$ cat config.mk
export PLATFORM = sky130hd
export DESIGN_NAME = mc_main_ctrl
export DESIGN_NICKNAME = d
export VERILOG_FILES = /design/src/rtl/rv_ctrl_pkg.sv /design/src/rtl/mc_retire_cnt.sv /design/src/rtl/mc_main_ctrl.sv
export SDC_FILE = /design/constraint.sdc
export NUM_CORES = 1
export LEC_CHECK = 0
export CAP_MARGIN = 40
export CORE_MARGIN = 1
export CORE_UTILIZATION = 48
export CTS_CLUSTER_SIZE = 25
export DETAILED_ROUTE_END_ITERATION = 8
export GPL_TIMING_DRIVEN = 0
export PLACE_DENSITY = 0.8
export SYNTH_ARGS = -nofsm -noshare
export SYNTH_HDL_FRONTEND = slang
export SYNTH_SLANG_ARGS = --single-unit
$ cat constraint.sdc
create_clock -name clk -period 2.8 [get_ports clk]
set_input_delay 0.42 -clock clk [delete_from_list [all_inputs] [get_ports clk]]
set_output_delay 0.42 -clock clk [all_outputs]
set_load 0.005 [all_outputs]
$ cat src/rtl/rv_ctrl_pkg.sv
// rv_ctrl_pkg: shared definitions for the multicycle RV32I main controller.
// Holds the opcode constants, the alu_op encoding shared with the ALU control
// decoder, the datapath mux-select encodings and the controller state enum.
package rv_ctrl_pkg;

  localparam logic [6:0] OP_LW     = 7'b0000011;
  localparam logic [6:0] OP_SW     = 7'b0100011;
  localparam logic [6:0] OP_RTYPE  = 7'b0110011;
  localparam logic [6:0] OP_ITYPE  = 7'b0010011;
  localparam logic [6:0] OP_BEQ    = 7'b1100011;

  localparam int STATE_W = 4;

  // Encoding understood by the ALU control decoder.
  typedef enum logic [1:0] {
    ALU_ADD   = 2'b00,
    ALU_SUB   = 2'b01,
    ALU_RTYPE = 2'b10,
    ALU_ITYPE = 2'b11
  } alu_op_e;

  typedef enum logic [1:0] {
    SRC_A_PC    = 2'b00,
    SRC_A_OLDPC = 2'b01,
    SRC_A_RS1   = 2'b10
  } src_a_e;

  typedef enum logic [1:0] {
    SRC_B_RS2  = 2'b00,
    SRC_B_IMM  = 2'b01,
    SRC_B_FOUR = 2'b10
  } src_b_e;

  typedef enum logic [1:0] {
    RES_ALUOUT  = 2'b00,
    RES_MEMDATA = 2'b01,
    RES_ALU     = 2'b10
  } result_src_e;

  typedef enum logic [1:0] {
    IMM_I = 2'b00,
    IMM_S = 2'b01,
    IMM_B = 2'b10
  } imm_src_e;

  typedef enum logic [STATE_W-1:0] {
    S_FETCH   = 4'd0,
    S_DECODE  = 4'd1,
    S_MEM_ADR = 4'd2,
    S_MEM_RD  = 4'd3,
    S_MEM_WB  = 4'd4,
    S_MEM_WR  = 4'd5,
    S_EXEC_R  = 4'd6,
    S_EXEC_I  = 4'd7,
    S_ALU_WB  = 4'd8,
    S_BRANCH  = 4'd9,
    S_TRAP    = 4'd10
  } state_e;

endpackage

$ cat src/rtl/mc_retire_cnt.sv
// mc_retire_cnt: wrapping up-counter of retired instructions.
// Ports:
//   clk    in  clock
//   clr_n  in  synchronous active-low clear
//   inc    in  add one this cycle
//   count  out current count, wraps modulo 2^W
module mc_retire_cnt #(
  parameter int W = 32
) (
  input  logic         clk,
  input  logic         clr_n,
  input  logic         inc,
  output logic [W-1:0] count
);

  logic [W-1:0] count_q;
  logic [W-1:0] count_d;

  always_comb begin
    count_d = count_q;
    if (inc) count_d = count_q + W'(1);
  end

  always_ff @(posedge clk) begin
    if (!clr_n) count_q <= '0;
    else        count_q <= count_d;
  end

  assign count = count_q;

endmodule

$ cat src/rtl/mc_main_ctrl.sv
// mc_main_ctrl: multicycle RV32I main controller. A Moore FSM sequences each
// instruction, drives alu_op into the ALU control decoder and steers every
// datapath mux/enable. It also counts retired instructions and traps on
// unknown opcodes.
// Ports:
//   clk, rst_n          clock, synchronous active-low reset
//   opcode              instr[6:0] from the IR (valid from DECODE onward)
//   zero                ALU zero flag
//   mem_ready           memory completed the current request
//   mem_req/mem_we      memory request valid / write
//   adr_src             memory address: 0 = PC, 1 = ALUOut
//   ir_write, pc_write  IR (+oldPC) load, PC load
//   reg_write           register file write enable
//   alu_src_a/b, result_src, imm_src, alu_op   datapath selects
//   illegal_instr       sticky illegal-opcode flag
//   instr_retired       one-cycle pulse per completed instruction
//   retired_count       retired-instruction count
//   dbg_state           current FSM state (observation only)
//
// Memory handshake: a request is live while mem_req=1; address and mem_we are
// held stable until the cycle in which mem_ready=1 completes it. mem_ready seen
// while mem_req=0 has no effect.
module mc_main_ctrl
  import rv_ctrl_pkg::*;
#(
  parameter int CNT_W = 32
) (
  input  logic             clk,
  input  logic             rst_n,
  input  logic [6:0]       opcode,
  input  logic             zero,
  input  logic             mem_ready,
  output logic             mem_req,
  output logic             mem_we,
  output logic             adr_src,
  output logic             ir_write,
  output logic             pc_write,
  output logic             reg_write,
  output logic [1:0]       alu_src_a,
  output logic [1:0]       alu_src_b,
  output logic [1:0]       result_src,
  output logic [1:0]       imm_src,
  output logic [1:0]       alu_op,
  output logic             illegal_instr,
  output logic             instr_retired,
  output logic [CNT_W-1:0] retired_count,
  output logic [3:0]       dbg_state
);

  state_e      state_q, state_d;
  logic        illegal_q;

  logic        mem_req_c, mem_we_c, adr_src_c, ir_write_c, pc_write_c;
  logic        reg_write_c, retired_c;
  src_a_e      src_a_c;
  src_b_e      src_b_c;
  result_src_e result_c;
  imm_src_e    imm_c;
  alu_op_e     alu_op_c;
  logic [CNT_W-1:0] count;

  always_ff @(posedge clk) begin
    if (!rst_n) begin
      state_q   <= S_FETCH;
      illegal_q <= 1'b0;
    end else begin
      state_q   <= state_d;
      // TRAP is absorbing, so setting on entry keeps the flag sticky.
      if (state_d == S_TRAP) illegal_q <= 1'b1;
    end
  end

  always_comb begin
    state_d     = state_q;
    mem_req_c   = 1'b0;
    mem_we_c    = 1'b0;
    adr_src_c   = 1'b0;
    ir_write_c  = 1'b0;
    pc_write_c  = 1'b0;
    reg_write_c = 1'b0;
    retired_c   = 1'b0;
    src_a_c     = SRC_A_PC;
    src_b_c     = SRC_B_RS2;
    result_c    = RES_ALUOUT;
    imm_c       = IMM_I;
    alu_op_c    = ALU_ADD;
    case (state_q)
      S_FETCH: begin
        mem_req_c  = 1'b1;
        src_b_c    = SRC_B_FOUR;
        result_c   = RES_ALU;
        // PC+4 is written back in the same cycle the instruction arrives.
        ir_write_c = mem_ready;
        pc_write_c = mem_ready;
        if (mem_ready) state_d = S_DECODE;
      end
      S_DECODE: begin
        // Branch target is computed speculatively into ALUOut.
        src_a_c = SRC_A_OLDPC;
        src_b_c = SRC_B_IMM;
        imm_c   = IMM_B;
        case (opcode)
          OP_LW, OP_SW: state_d = S_MEM_ADR;
          OP_RTYPE:     state_d = S_EXEC_R;
          OP_ITYPE:     state_d = S_EXEC_I;
          OP_BEQ:       state_d = S_BRANCH;
          default:      state_d = S_TRAP;
        endcase
      end
      S_MEM_ADR: begin
        src_a_c = SRC_A_RS1;
        src_b_c = SRC_B_IMM;
        if (opcode == OP_SW) begin
          imm_c   = IMM_S;
          state_d = S_MEM_WR;
        end else begin
          state_d = S_MEM_RD;
        end
      end
      S_MEM_RD: begin
        mem_req_c = 1'b1;
        adr_src_c = 1'b1;
        if (mem_ready) state_d = S_MEM_WB;
      end
      S_MEM_WB: begin
        reg_write_c = 1'b1;
        result_c    = RES_MEMDATA;
        retired_c   = 1'b1;
        state_d     = S_FETCH;
      end
      S_MEM_WR: begin
        mem_req_c = 1'b1;
        mem_we_c  = 1'b1;
        adr_src_c = 1'b1;
        retired_c = mem_ready;
        if (mem_ready) state_d = S_FETCH;
      end
      S_EXEC_R: begin
        src_a_c  = SRC_A_RS1;
        src_b_c  = SRC_B_RS2;
        alu_op_c = ALU_RTYPE;
        state_d  = S_ALU_WB;
      end
      S_EXEC_I: begin
        src_a_c  = SRC_A_RS1;
        src_b_c  = SRC_B_IMM;
        imm_c    = IMM_I;
        alu_op_c = ALU_ITYPE;
        state_d  = S_ALU_WB;
      end
      S_ALU_WB: begin
        reg_write_c = 1'b1;
        result_c    = RES_ALUOUT;
        retired_c   = 1'b1;
        state_d     = S_FETCH;
      end
      S_BRANCH: begin
        src_a_c    = SRC_A_RS1;
        src_b_c    = SRC_B_RS2;
        alu_op_c   = ALU_SUB;
        result_c   = RES_ALUOUT;
        pc_write_c = zero;
        retired_c  = 1'b1;
        state_d    = S_FETCH;
      end
      S_TRAP: begin
        state_d = S_TRAP;
      end
      default: begin
        state_d = S_FETCH;
      end
    endcase
  end

  mc_retire_cnt #(.W(CNT_W)) u_retire_cnt (
    .clk   (clk),
    .clr_n (rst_n),
    .inc   (retired_c & rst_n),
    .count (count)
  );

  // Every output is held at zero while reset is asserted, including the
  // FETCH request that state_q would otherwise imply.
  assign mem_req       = rst_n & mem_req_c;
  assign mem_we        = rst_n & mem_we_c;
  assign adr_src       = rst_n & adr_src_c;
  assign ir_write      = rst_n & ir_write_c;
  assign pc_write      = rst_n & pc_write_c;
  assign reg_write     = rst_n & reg_write_c;
  assign instr_retired = rst_n & retired_c;
  assign illegal_instr = rst_n & illegal_q;
  assign alu_src_a     = rst_n ? src_a_c  : 2'b00;
  assign alu_src_b     = rst_n ? src_b_c  : 2'b00;
  assign result_src    = rst_n ? result_c : 2'b00;
  assign imm_src       = rst_n ? imm_c    : 2'b00;
  assign alu_op        = rst_n ? alu_op_c : 2'b00;
  assign retired_count = rst_n ? count    : '0;
  assign dbg_state     = rst_n ? state_q  : 4'd0;

endmodule

* After elaboration in Yosys (flattened, before gate mapping)
Cells that the tools add are included.
** Word-level totals
- Flip-flop bits (word level) :: 37
- Bits of input ports :: 11
- Output and inout bits :: 54
- Logic and storage cells :: 63
** Cells by class
- $add $sub $neg :: 1
- Equality and inequality tests :: 16
- Muxes and demuxes :: 26
- Bitwise operators :: 8
- Reduce and logical (&&, ||, !) cells :: 9
** Operator list (number)
- $add A32 B1 Y32 const B :: 1
- $mux W32 :: 1
- $pmux W4 S7 :: 1
- $eq A4 B3 Y1 const B :: 4
- $eq A4 B4 Y1 const B :: 4
- $mux W4 :: 4
- $pmux W2 S2 :: 4
- $pmux W4 S4 :: 1
- $eq A7 B6 Y1 const B :: 2
- $mux W2 :: 5
- $reduce_or A3 Y1 :: 3
- $and A1 B1 Y1 :: 8
- $eq A4 B2 Y1 const B :: 2
- $reduce_or A2 Y1 :: 4
- $eq A7 B2 Y1 const B :: 1
- $eq A7 B5 Y1 const B :: 1
- $eq A7 B7 Y1 const B :: 1
- $mux W1 :: 6
- $pmux W2 S3 :: 1
- $eq A4 B1 Y1 const B :: 1
- $logic_not A4 Y1 :: 1
- $pmux W1 S2 :: 2
- $reduce_or A4 Y1 :: 1
- $mux W3 :: 1

* Logic depth before layout (Yosys ltp)
Gate-level depths: netlist of run 1.
- Word-level depth :: 5
- Gate-level depth with buffers :: 7
- Mapped depth without buffers :: 6

* Cells and area by module
Synthesis of run 1 repeated with hierarchy kept, for this count alone.
** Unflattened totals
- Cells, all modules :: 300
- Area total of the unflattened synthesis :: 2424.8 um^2
** Modules (own cells, without submodules)
- mc_retire_cnt :: instances 1, cells each 176, area an instance 1562.7 um^2, seq. area each 640.6 um^2
- mc_main_ctrl :: instances 1, cells each 124, area an instance 862.1 um^2, seq. area each 100.1 um^2

* Worst setup path before layout of run 1
OpenSTA, ideal clock, no wires.
- Path kind :: in2reg
- Start point :: input rst_n
- End point :: register u_retire_cnt.count_q[31], in the netlist u_retire_cnt.count[31]
- Setup time :: 123 ps
- Arrival :: 1969 ps
- Required time :: 2677 ps
- Slack :: 707 ps
- Stages on the path :: 6
- Path buffers :: 1
- Cell sequence :: buf_2 nand2b_4 or3_1 nor3_2 or3b_1 mux2_1
** Between the ends
- Cells in the longest elaborated chain, start to end :: 1
** Ends and longest elaborated chain
- start: declaration :: RTL line mc_main_ctrl.sv:29 : input logic rst_n,
- $and A1 B1 Y1 :: RTL line mc_main_ctrl.sv:178 : .inc (retired_c & rst_n),
- end signal: assignment :: RTL line mc_retire_cnt.sv:26 : else count_q <= count_d;
- end: declaration :: RTL line mc_retire_cnt.sv:16 : logic [W-1:0] count_q;
Parallel ways exist; a longest one is shown, timed or not.
A chain may end at the register's enable or synchronous reset.

* Worst setup path after layout of run 1
- Start point :: register state_q[1]
- End point :: output imm_src[0]
** Between the ends
- Cells in the longest elaborated chain, start to end :: 3
- Elaborated cells on any way between the ends :: 4
- Those cells by class :: eq/ne (2); mux (2)
** Ends and longest elaborated chain
- start: declaration :: RTL line mc_main_ctrl.sv:50 : state_e state_q, state_d;
- start signal: assignment :: RTL line mc_main_ctrl.sv:67 : state_q <= state_d;
- $eq A4 B2 Y1 / $eq A4 B1 Y1 (equally long branches) :: RTL line mc_main_ctrl.sv:87 : case (state_q)
- $pmux W2 S2 * :: RTL line mc_main_ctrl.sv:87
- $mux W2 * :: RTL line mc_main_ctrl.sv:195 : assign imm_src = rst_n ? imm_c : 2'b00;
- end: declaration :: RTL line mc_main_ctrl.sv:42 : output logic [1:0] imm_src,
Every way passes the cells marked *; elsewhere a longest branch is shown, timed or not.

==> impl_summary.md, run 1 <==
Timing
In the finished design, the share of the clock period the worst path needs comes to about 95%. The slew at the pin closest to its max-slew limit is between 0.7 and 0.8 ns. The accumulated negative setup slack is 0 ns. Subtracting the final worst setup slack from the clock period gives about 2.7 ns. The number of failing hold endpoints at the final stage is 0. Derived from the worst setup path, the maximum achievable clock frequency is around 370 MHz. The count of final max-slew check failures came to 0.

The number of failing setup endpoints in the final timing report is 0. Setup repair after global routing left no endpoint under its margin. Between clock sinks in the finished design, the worst skew comes to slightly above 0.007 ns.

The worst slew margin relative to its limit is about half.

Floorplanning
The horizontal die dimension is around 71 µm. Pin placement for this block handled 65 I/O pins. The area of the core region is 4504 µm². The initialized floorplan defines 24 standard-cell rows. The initial core utilization is about half.

The height of the die is 71.48 µm. The die covers roughly 5100 µm².

Logic synthesis
The share of synthesized registers carrying an async set or reset is 0%. The post-synthesis sequential area ratio is a little under a third. In this run, distinct cell masters in the synthesized netlist total between 40 and 50. Synthesis handed over a netlist of between 300 and 400 instances. The main flop type after synthesis is dfxtp_1.

The mapped cell area is about 2300 µm². In this run, synthesis produced a sequential element count of 37. Averaged over all synthesized cells, the footprint is between 7 and 8 µm². The count of synthesis-stage warnings from yosys is 0. The synthesized net count is 314.

In this run, synthesis inferred 0 flip-flops with an integrated enable.

Power
The completed layout was analyzed and its total power is approximately 1.4 mW. The leakage power of the design is 1.141 nW. Sequential cells burn 38.3% of the power.

The analysis attributes to net switching a power of about 380 µW. In this run, the clock network consumes 38.6% of the power. The maximum vdd drop is ~0.30 mV.

The switching portion of total power is between 20% and 30%. The share of total power dissipated in combinational logic is 23.1%. Cell internal power was estimated by the tool at 1.047 mW. The total power divided by cell area is ~450 nW/µm².

Drt
The count of antenna-violating nets left after detailed routing is 0. Dividing the detail-routed wire length by the instance count gives 14.48 µm. For this block, the routed nets add up to approximately 6000 µm of wire.

The detailed router finished its first iteration with between 150 and 200 violations. Detailed routing inserted a total of ~2400 vias. Dividing the detail-routed via count by the number of cells gives approximately 5.6. After detailed routing, the number of remaining DRC violations is 0. The pre-antenna-repair detailed-routing pass consisted of 4 iterations.

Critical path
For the worst setup path, the data required time is between 2 and 2.5 ns. The sort of element at the end of the critical path is a primary output. Traced cell by cell, the critical path runs through clkbuf_1, clkbuf_2, nand2_1, nor4b_1, clkdlybuf4s50_1. The worst register-to-register path has a depth of 6. On the worst path, the slowest cell contributes a delay of 0.56 ns. The endpoint of the lowest-slack register-to-register path is u_retire_cnt.count[16]. The top fanout value on the critical path is 10. The critical path is of the reg -> out type. The launching element type of the critical path is a register. For this design, the slowest cell found on the critical path is clkdlybuf4s50_1.

Data on the critical path arrives at its endpoint at about 2.3 ns. The register-to-register setup slack is about 0.42 ns. The launch point of the worst reg-to-reg path is state_q[1].

Clock tree
The number of H-tree branching levels is 2. The CTS buffer count is 5. Clock-pin slew was measured on the worst setup and hold paths at about 0.080 ns.

The deepest clock path buffer count is 2. TritonCTS built the clock tree. For this design, the sink count on the clock tree is 37. The root buffer cell is clkbuf_8. The later-pin clock latency in the skew report is a little under 0.3 ns.

Finish
The number of fill cells in the layout is about 400. Leaving out fill and tap cells, the most frequent cells in the layout are 63 x clkdlybuf4s50_1, 44 x nor2_1, 37 x dfxtp_1. In the final layout, the share of cells above drive strength 1 is 5.898%. The number of antenna repair diodes is 0. The share of the core filled with cells is 69.89%. The synthesis-to-layout area growth is 35.85%.

After the last flow step, the layout net total stands at 384. The library cell used most frequently in the layout, excluding fill and tap cells, is clkdlybuf4s50_1.

Placed design
The count of input and output buffers is between 60 and 70. After legalization and detailed placement, the total HPWL measured roughly 4500 µm. At the end of routability-driven placement, the weighted congestion stood at ~0.84.

Flow run
The count of max-cap constraint violations is 0.

Worst hold path
The startpoint identified for the worst hold timing path is u_retire_cnt.count[9]. The tightest min-delay check is of the reg -> reg type. The end point of the worst hold path is u_retire_cnt.count[9].

The worst hold path passes through 2 cells.

Global route
The remaining global-route overflow is 0. The number of antenna violations at the first check in global routing is 0. The first global-routing pass estimated between 10000 and 15000 µm of wire. The largest net degree at the start of global routing is 13. The number of global-route vias before repair is between 2000 and 2500. Global routing consumed, over all layers together, 25.07% of the routing resources.

Run status
The flow ran to the end, and the final reports show no timing, DRC or antenna violations.
repair_timing:
item	CTS	global route
hold buffers	0	0
setup endpoints to repair	0	1
buffers inserted	0	0
gates resized for setup	0	2
endpoints found under the hold margin	0	0
critical path: cells and delay by family, from the launching register on:
| kind | cells | cell delay (ns) |
|---|---|---|
| and+or+nand+nor | 2 | 0.43 |
| buffers and inverters | 3 | 1.22 |
| DFF | 1 | 0.31 |
cell type report:
type	instances	area (µm²)	area share, %
tap	52	65.06	2.067
clock buffer	5	68.82	2.186
inverter	9	33.78	1.073
buffer	16	67.56	2.146
clock inverter	3	65.06	2.067
timing repair buffer	63	630.6	20.03
multi-input combinational	240	1476	46.90
sequential	37	740.7	23.53
how the worst max path moves through the flow:
stage | from | endpoint | slack [ns] | depth (start not counted)
final | state_q[1] | imm_src[0] | 0.13 | 5
after global routing | rst_n | retired_count[19] | 0.02 | 6
after CTS | state_q[1] | imm_src[0] | 0.01 | 5
after detailed placement | mem_ready | u_retire_cnt.count[21] | -0.05 | 6
after global placement | mem_ready | u_retire_cnt.count[21] | -0.04 | 6
after floorplan | rst_n | u_retire_cnt.count[31] | 0.71 | 6
Yosys cell counts, drive strengths merged, types with 3 or more instances:
cell | n | share of area, %
nor2 | 44 | 7.1
buf | 4 | 0.92
o21ai | 15 | 3.2
and4 | 3 | 1.1
nor3b | 4 | 1.3
mux2 | 12 | 5.8
and3 | 5 | 1.3
a21oi | 9 | 1.9
xnor2 | 6 | 2.3
nand2 | 19 | 3.1
inv | 9 | 1.5
nor3 | 10 | 2.4
dfxtp | 37 | 32
nor4b | 3 | 1.1
and2 | 34 | 9.2
xor2 | 5 | 1.9
nor4 | 4 | 1.1
nor2b | 9 | 2.4
or4 | 3 | 1.1
nand2b | 8 | 2.8
o31ai | 8 | 2.6
nand4 | 11 | 3.0
clkbuf | 12 | 1.9
nand3 | 9 | 1.9
power groups by stage:
stage / sequential (mW) / combinational [mW] / clock, mW
finish: 0.548 / 0.331 / 0.553
global route: 0.549 / 0.366 / 0.588
CTS: 0.547 / 0.329 / 0.563
detailed placement: 0.560 / 0.327 / 0
global placement: 0.560 / 0.319 / 0
floorplan: 0.558 / 0.198 / 0
logic make-up (layout without fill, tap and decap cells):
kind of cell | count (synthesis) | in the layout | synth area share, %
and+or+nand+nor | 174 | 174 | 41.79
AOI/OAI and AO/OA | 42 | 42 | 11.39
DFF | 37 | 37 | 31.97
buffers and inverters | 25 | 96 | 4.319
muxes | 12 | 12 | 5.832
xor gates and xnor gates | 11 | 11 | 4.158
adders and majority gates | 1 | 1 | 0.5399
registers in the layout (all words and copies together), names as in the netlist:
name,count
illegal_q,1
state_q,4
u_retire_cnt.count,32
routing by layer:
metal / vias to the layer above / part of all wire (%) / routed length (µm) / global-route usage (%)
met5: - / 0 / 0 / 0
met4: 0 / 0.67 / 41 / 5.882
met3: 8 / 5.8 / 355 / 4.501
met2: 76 / 47 / 2901 / 43.17
met1: 1094 / 46 / 2854 / 32.83
li1: 1192 / - / - / -
stage by stage:
step	instance area, µm²	std cells	setup WS [ns]	hold WS (ns)
3_5_place_dp	3013	417	-0.04901	0.4619
6_report	3148	425	0.1328	0.5101
5_1_grt	3148	425	0.02222	0.5493
2_1_floorplan	2317	302	0.7075	0.4298
4_1_cts	3147	425	0.01423	0.5123
3_3_place_gp	3013	417	-0.03604	0.4503
(Power assumes the default switching activity.)
==> run 2, diff against run 1 <==
Settings changed: CORE_UTILIZATION 48 to 52, PLACE_DENSITY 0.8 to 0.86.
Clock period 2.8 ns to 3.4 ns, I/O delays scaled along.
==> impl_summary.md, run 2 (synthesis results as in run 1) <==
Placed design
The count of input and output buffers is 63 (unchanged). The minimum setup slack after placement was 0.5120 ns (+0.5610 ns). The placer congestion estimate is 0.8602 (+1.9%). The placed standard-cell area is 3010 µm² (about the same). The estimated wirelength of the detail-placed design is 4578 µm (+1.5%).

Finish
The number of flip-flops in the largest register is 32 (unchanged). The final net count is 384 (unchanged). The number of antenna repair diodes came to 0 (unchanged). The number of fill cells in the layout is 343 (-15%). The synthesis-to-layout area growth is 33.64%. The proportion of layout cells with a drive suffix above 1 was 5.108% (-0.79 points).

The area of all placed cells without fillers came to 3097 µm² (-1.6%). The top cell types in the final layout, fill and taps aside, are 63 x clkdlybuf4s50_1, 44 x nor2_1, 37 x dfxtp_1. The most common cell after layout, fill and taps aside is clkdlybuf4s50_1.

Floorplanning
The horizontal die dimension is 68.76 µm (-3.8%). The cell row count is 23 (-4.2%). The initial core utilization is 55.92% (+4.5 points).

The area of the core region is 4144 µm² (-8.0%). The area of the die is 4727 µm² (-7.5%). The I/O pin count came to 65 (unchanged). The height of the die was 68.76 µm (-3.8%).

Clock tree
The number of H-tree branching levels was 2 (unchanged). TritonCTS built the clock tree. CTS placed an instance of clkbuf_8 at the clock tree root. The number of sinks on the clock net is 37 (unchanged). The number of buffers inserted by post-CTS setup repair is 0 (unchanged). The deepest clock path buffer count is 2 (unchanged). The clock transition at the registers of the reported paths came to 0.07 ns (about the same). The post-CTS resize count is 0 (unchanged).

The later-pin clock latency in the skew report is 0.28 ns (about the same). The CTS buffer count is 5 (unchanged). The cts-stage hold buffer count is 0 (unchanged).

Drt
The via density per instance is 5.777 (+3.6%). The routed wire length per instance is 14.92 µm (+3.0%). The count of vias placed by the detailed router is 2438 (+2.9%). The detailed-router iteration count before antenna repair came to 5 (+1). The final wirelength is 6295 µm (+2.3%). The DRC violation total after the first TritonRoute iteration is 226 (+42%). The number of remaining DRC errors was 0 (unchanged). The count of antenna-violating nets left after detailed routing is 0 (unchanged).

Critical path
The data required time of the critical path is 2.89 ns (+0.51 ns). The sort of element at the end of the critical path is a primary output. STA classifies the critical path startpoint as a register. The highest cell delay on the worst timing path is 0.56 ns (about the same). The top fanout value on the critical path is 10 (unchanged).

The data arrival time at the worst-slack endpoint is 2.39 ns (+0.14 ns). For this design, the slowest cell found on the critical path is clkdlybuf4s50_1. Counting stages on the worst path, the most repeated cell is clkbuf_1. Walking the worst path, the cells encountered are clkbuf_1, clkbuf_1, nand2_1, nor4b_1, clkdlybuf4s50_1.

By startpoint and endpoint, the worst setup path is classified as reg -> out.

Timing
The highest clock rate is ~350 MHz. Counting I/O delays and the setup requirement, the final critical path takes 2.898 ns. The worst setup skew after layout is 0.004361 ns (-0.002913 ns).

The final setup slack of the worst path is 0.5024 ns (+0.3696 ns). The number of failing setup endpoints in the final timing report is 0 (unchanged). The accumulated negative setup slack is 0 ns (unchanged). The worst path uses 85.22% of the clock period.

The count of final max-slew check failures is 0 (unchanged). The slew at the pin closest to its max-slew limit is 0.7495 ns (+0.0004115 ns). The number of failing hold endpoints at the final stage is 0 (unchanged). The worst slew margin relative to its limit is 49.65% (about the same).

Setup repair after global routing left no endpoint under its margin.

Power
The leakage power of the design is 1.113 nW (-2.4%). The total power divided by cell area is 332.9 nW/µm² (-27%). The maximum vdd drop is 0.2427 mV (-19%).

Global route
The number of global-route vias before repair is 2199 (-0.68%). The largest net degree at the start of global routing is 11 (-2). The global-route wire length before repair came to 9887 µm (-2.8%).

The number of antenna violations at the first check in global routing came to 0 (unchanged). The overall routing resource usage is 28.51% (+3.4 points). The remaining global-route overflow is 0 (unchanged).

Worst hold path
The worst hold path class is reg -> reg.

Run status
The flow ran to the end, and the final reports show no timing, DRC or antenna violations.

Flow run
The count of max-cap constraint violations is 0 (unchanged).
[run 2: cell types whose count changed in the layout (fill, tap and decap cells not counted), sizes merged]
| cell | before | now |
|---|---|---|
| clkbuf | 17 | 19 |
| bufinv | 2 | 0 |
| clkinv | 1 | 0 |
[run 2: where the power goes]
| group | internal (mW) | leakage [nW] | switching, mW |
|---|---|---|---|
| Clock | 0.161 | 0.0443 | 0.146 |
| Combinational | 0.127 | 0.771 | 0.145 |
| Sequential | 0.444 | 0.299 | 0.00782 |
| Total | 0.731 | 1.11 | 0.300 |
[run 2: final timing paths]
path	cells past startpoint	startpoint	end	slack, ns
max	5	state_q[1]	imm_src[0]	0.50
min	1	u_retire_cnt.count[14]	u_retire_cnt.count[14]	0.50
max reg2reg	6	state_q[1]	u_retire_cnt.count[16]	1.02
min reg2reg	1	u_retire_cnt.count[14]	u_retire_cnt.count[14]	0.50
[run 2: through the flow]
stage	util, %	std cells	total power [mW]	hold WS (ns)
after floorplan	-	302	0.6225	0.4298
after global placement	72.64	415	0.7229	0.4522
after detailed placement	72.64	415	0.7296	0.4737
after CTS	74.73	422	1.035	0.4966
after global routing	74.73	422	1.088	0.5202
final	74.73	422	1.031	0.4991
[run 2: cell type report]
class	instances	area [µm²]	share of cell area, %
buffer	16	66.31	2.141
clock buffer	7	86.33	2.788
inverter	9	33.78	1.091
multi-input combinational	240	1476	47.68
sequential	37	740.7	23.92
tap	50	62.56	2.020
timing repair buffer	63	630.6	20.36
[run 2: per-layer routing]
| layer | part of all wire (%) | global-route usage [%] | vias to the layer above |
|---|---|---|---|
| met1 | 43 | 34.45 | 1139 |
| met3 | 7.8 | 5.921 | 10 |
| met5 | 0 | 0 | - |
| met2 | 48 | 49.02 | 102 |
| met4 | 1.6 | 11.73 | 0 |
| li1 | - | - | 1187 |
[run 2: critical path: cells and delay by family, from the launching register on]
family,cells,cell delay [ns]
and+or+nand+nor,2,0.50
DFF,1,0.31
buffers and inverters,3,1.30
==> run 3, diff against run 2 <==
Settings changed: CORE_UTILIZATION 52 to 48, PLACE_DENSITY 0.86 to 0.8.
Clock period 3.4 ns to 3.1 ns, I/O delays scaled along.
==> impl_summary.md, run 3 (synthesis results as in run 1) <==
Timing
The number of failing setup endpoints in the final timing report is 0 (unchanged). The count of final max-slew check failures is 0 (unchanged). The worst setup skew after layout was 0.007173 ns (+0.002812 ns). The number of failing hold endpoints at the final stage is 0 (unchanged).

The accumulated negative setup slack is 0 ns (unchanged). The worst slew margin relative to its limit was 49.30% (-0.35 points). The final setup slack of the worst path is 0.2521 ns (-0.2503 ns). Setup repair after global routing left no endpoint under its margin. After layout, the minimum clock period comes to 2.848 ns. The highest clock rate is 351.1 MHz. The post-route clock period utilization is 91.87%. The slew at the pin closest to its max-slew limit is 0.7547 ns (+0.005229 ns).

Floorplanning
The area of the die is 5109 µm² (+8.1%). The I/O pin count is 65 (unchanged). The initial core utilization is 51.44% (-4.5 points). The area of the core region is 4504 µm² (+8.7%). The cell row count is 24 (+4.3%). The height of the die is 71.48 µm (+4.0%). The horizontal die dimension was 71.48 µm (+4.0%).

Critical path
The worst setup path is launched from a register. The data arrival time at the worst-slack endpoint is 2.38 ns (about the same). STA classifies the critical path endpoint as a primary output. The cell with the biggest individual delay on the critical path is clkdlybuf4s50_1. The top fanout value on the critical path is 10 (unchanged).

The data required time of the critical path is 2.63 ns (-0.26 ns). The highest cell delay on the worst timing path was 0.56 ns (about the same). The worst setup path is of the reg -> out kind.

The total buffers and inverters traversed by the critical path is 3 (unchanged). The kind of cell with the highest combined delay along the critical path is buffers and inverters. The signal on the critical path passes through clkbuf_1, clkbuf_1, nand2_1, nor4b_1, clkdlybuf4s50_1. The cell repeated most along the worst path is clkbuf_1.

Clock tree
The cts-stage hold buffer count is 0 (unchanged). The deepest clock path buffer count is 2 (unchanged). The number of sinks on the clock net is 37 (unchanged).

The clock transition at the registers of the reported paths is 0.08 ns (about the same). The CTS tree is yes. The CTS buffer count is 5 (unchanged). The number of H-tree branching levels came to 2 (unchanged). The number of buffers inserted by post-CTS setup repair is 0 (unchanged). The post-CTS resize count is 0 (unchanged). The root buffer cell is clkbuf_8.

The later-pin clock latency in the skew report was 0.29 ns (about the same).

Drt
The routed wire length per instance is 14.54 µm (-2.5%). The DRC violation total after the first TritonRoute iteration is 146 (-35%). The detailed-router iteration count before antenna repair was 4 (-1). The number of remaining DRC errors was 0 (unchanged). The count of antenna-violating nets left after detailed routing is 0 (unchanged).

The via density per instance was 5.586 (-3.3%). The count of vias placed by the detailed router is 2374 (-2.6%). The final wirelength is 6181 µm (-1.8%).

Power
The total power divided by cell area came to 410.8 nW/µm² (+23%). The maximum vdd drop is 0.2728 mV (+12%). The leakage power of the design is 1.137 nW (+2.1%).

Run status
The flow ran to the end, and the final reports show no timing, DRC or antenna violations.

Finish
Compared with the post-synthesis result, the final layout area differs by 35.80%. The proportion of layout cells with a drive suffix above 1 is 5.630% (+0.52 points). The most common cell after layout, fill and taps aside is clkdlybuf4s50_1. The number of fill cells in the layout is 403 (+17%). The number of antenna repair diodes is 0 (unchanged).

In the layout the commonest cells are 63 x clkdlybuf4s50_1, 44 x nor2_1, 37 x dfxtp_1. The number of flip-flops in the largest register is 32 (unchanged). The final net count is 384 (unchanged).

Flow run
The count of max-cap constraint violations is 0 (unchanged).

Placed design
The minimum setup slack after placement is 0.2060 ns (-0.3060 ns). The count of input and output buffers was 63 (unchanged). The placer congestion estimate came to 0.8441 (-1.9%).

The estimated wirelength of the detail-placed design is 4509 µm (-1.5%).

Global route
The global-route wire length before repair is 10180 µm (+2.9%). The overall routing resource usage is 25.07% (-3.4 points). The number of global-route vias before repair came to 2214 (+0.68%). The number of antenna violations at the first check in global routing is 0 (unchanged). The largest net degree at the start of global routing is 13 (+2). The remaining global-route overflow came to 0 (unchanged).

Worst hold path
The worst hold path belongs to the class reg -> reg.
## run 3: cell types whose count changed in the layout (fill, tap and decap cells not counted), sizes merged
cell    delta
clkinv     +1
bufinv     +2
clkbuf     -2
## run 3: layer usage
metal / track usage, % / vias to the layer above / part of all wire, %
met1: 32.83 / 1098 / 46
met4: 5.882 / 0 / 0.61
li1: - / 1190 / -
met5: 0 / - / 0
met2: 43.17 / 80 / 47
met3: 4.501 / 6 / 6.4
## run 3: worst paths after layout
kind / cells after the start / from / slack (ns) / to
worst max-delay path: 5 / state_q[1] / 0.25 / imm_src[0]
worst min-delay path: 2 / u_retire_cnt.count[9] / 0.51 / u_retire_cnt.count[9]
worst max register to register: 6 / state_q[1] / 0.71 / u_retire_cnt.count[31]
worst min register to register: 2 / u_retire_cnt.count[9] / 0.51 / u_retire_cnt.count[9]
## run 3: power breakdown
part           internal (mW)  switching [mW]  total (mW)
clock network          0.320           0.179       0.499
logic                  0.139           0.160       0.299
registers              0.487         0.00814       0.495
## run 3: metrics by stage
stage / instance area [µm²] / total power [mW] / util [%] / hold WS, ns / cells
after floorplan: 2317 / 0.6827 / - / 0.4298 / 302
after global placement: 3013 / 0.7936 / 66.89 / 0.4503 / 417
after detailed placement: 3013 / 0.8009 / 66.89 / 0.4619 / 417
after CTS: 3147 / 1.300 / 69.86 / 0.5123 / 425
after global routing: 3147 / 1.357 / 69.86 / 0.5493 / 425
final: 3147 / 1.293 / 69.86 / 0.5098 / 425
## run 3: layout make-up
class,instances,area (µm²),area share (%)
repair buffers,63,630.6,20.04
flip-flops and latches,37,740.7,23.54
well taps,52,65.06,2.068
multi-input cells,240,1476,46.92
inverters,9,33.78,1.074
plain buffers,16,66.31,2.107
clock inverters,3,65.06,2.068
clock buffers,5,68.82,2.187
## run 3: worst reg2reg max path: stages, from the launching register on
cell	delay [ns]
dfxtp_1	0.30
clkbuf_1	0.23
nand2b_4	0.25
or3_1	0.39
nor3_2	0.40
or3b_1	0.40
mux2_1	0.32
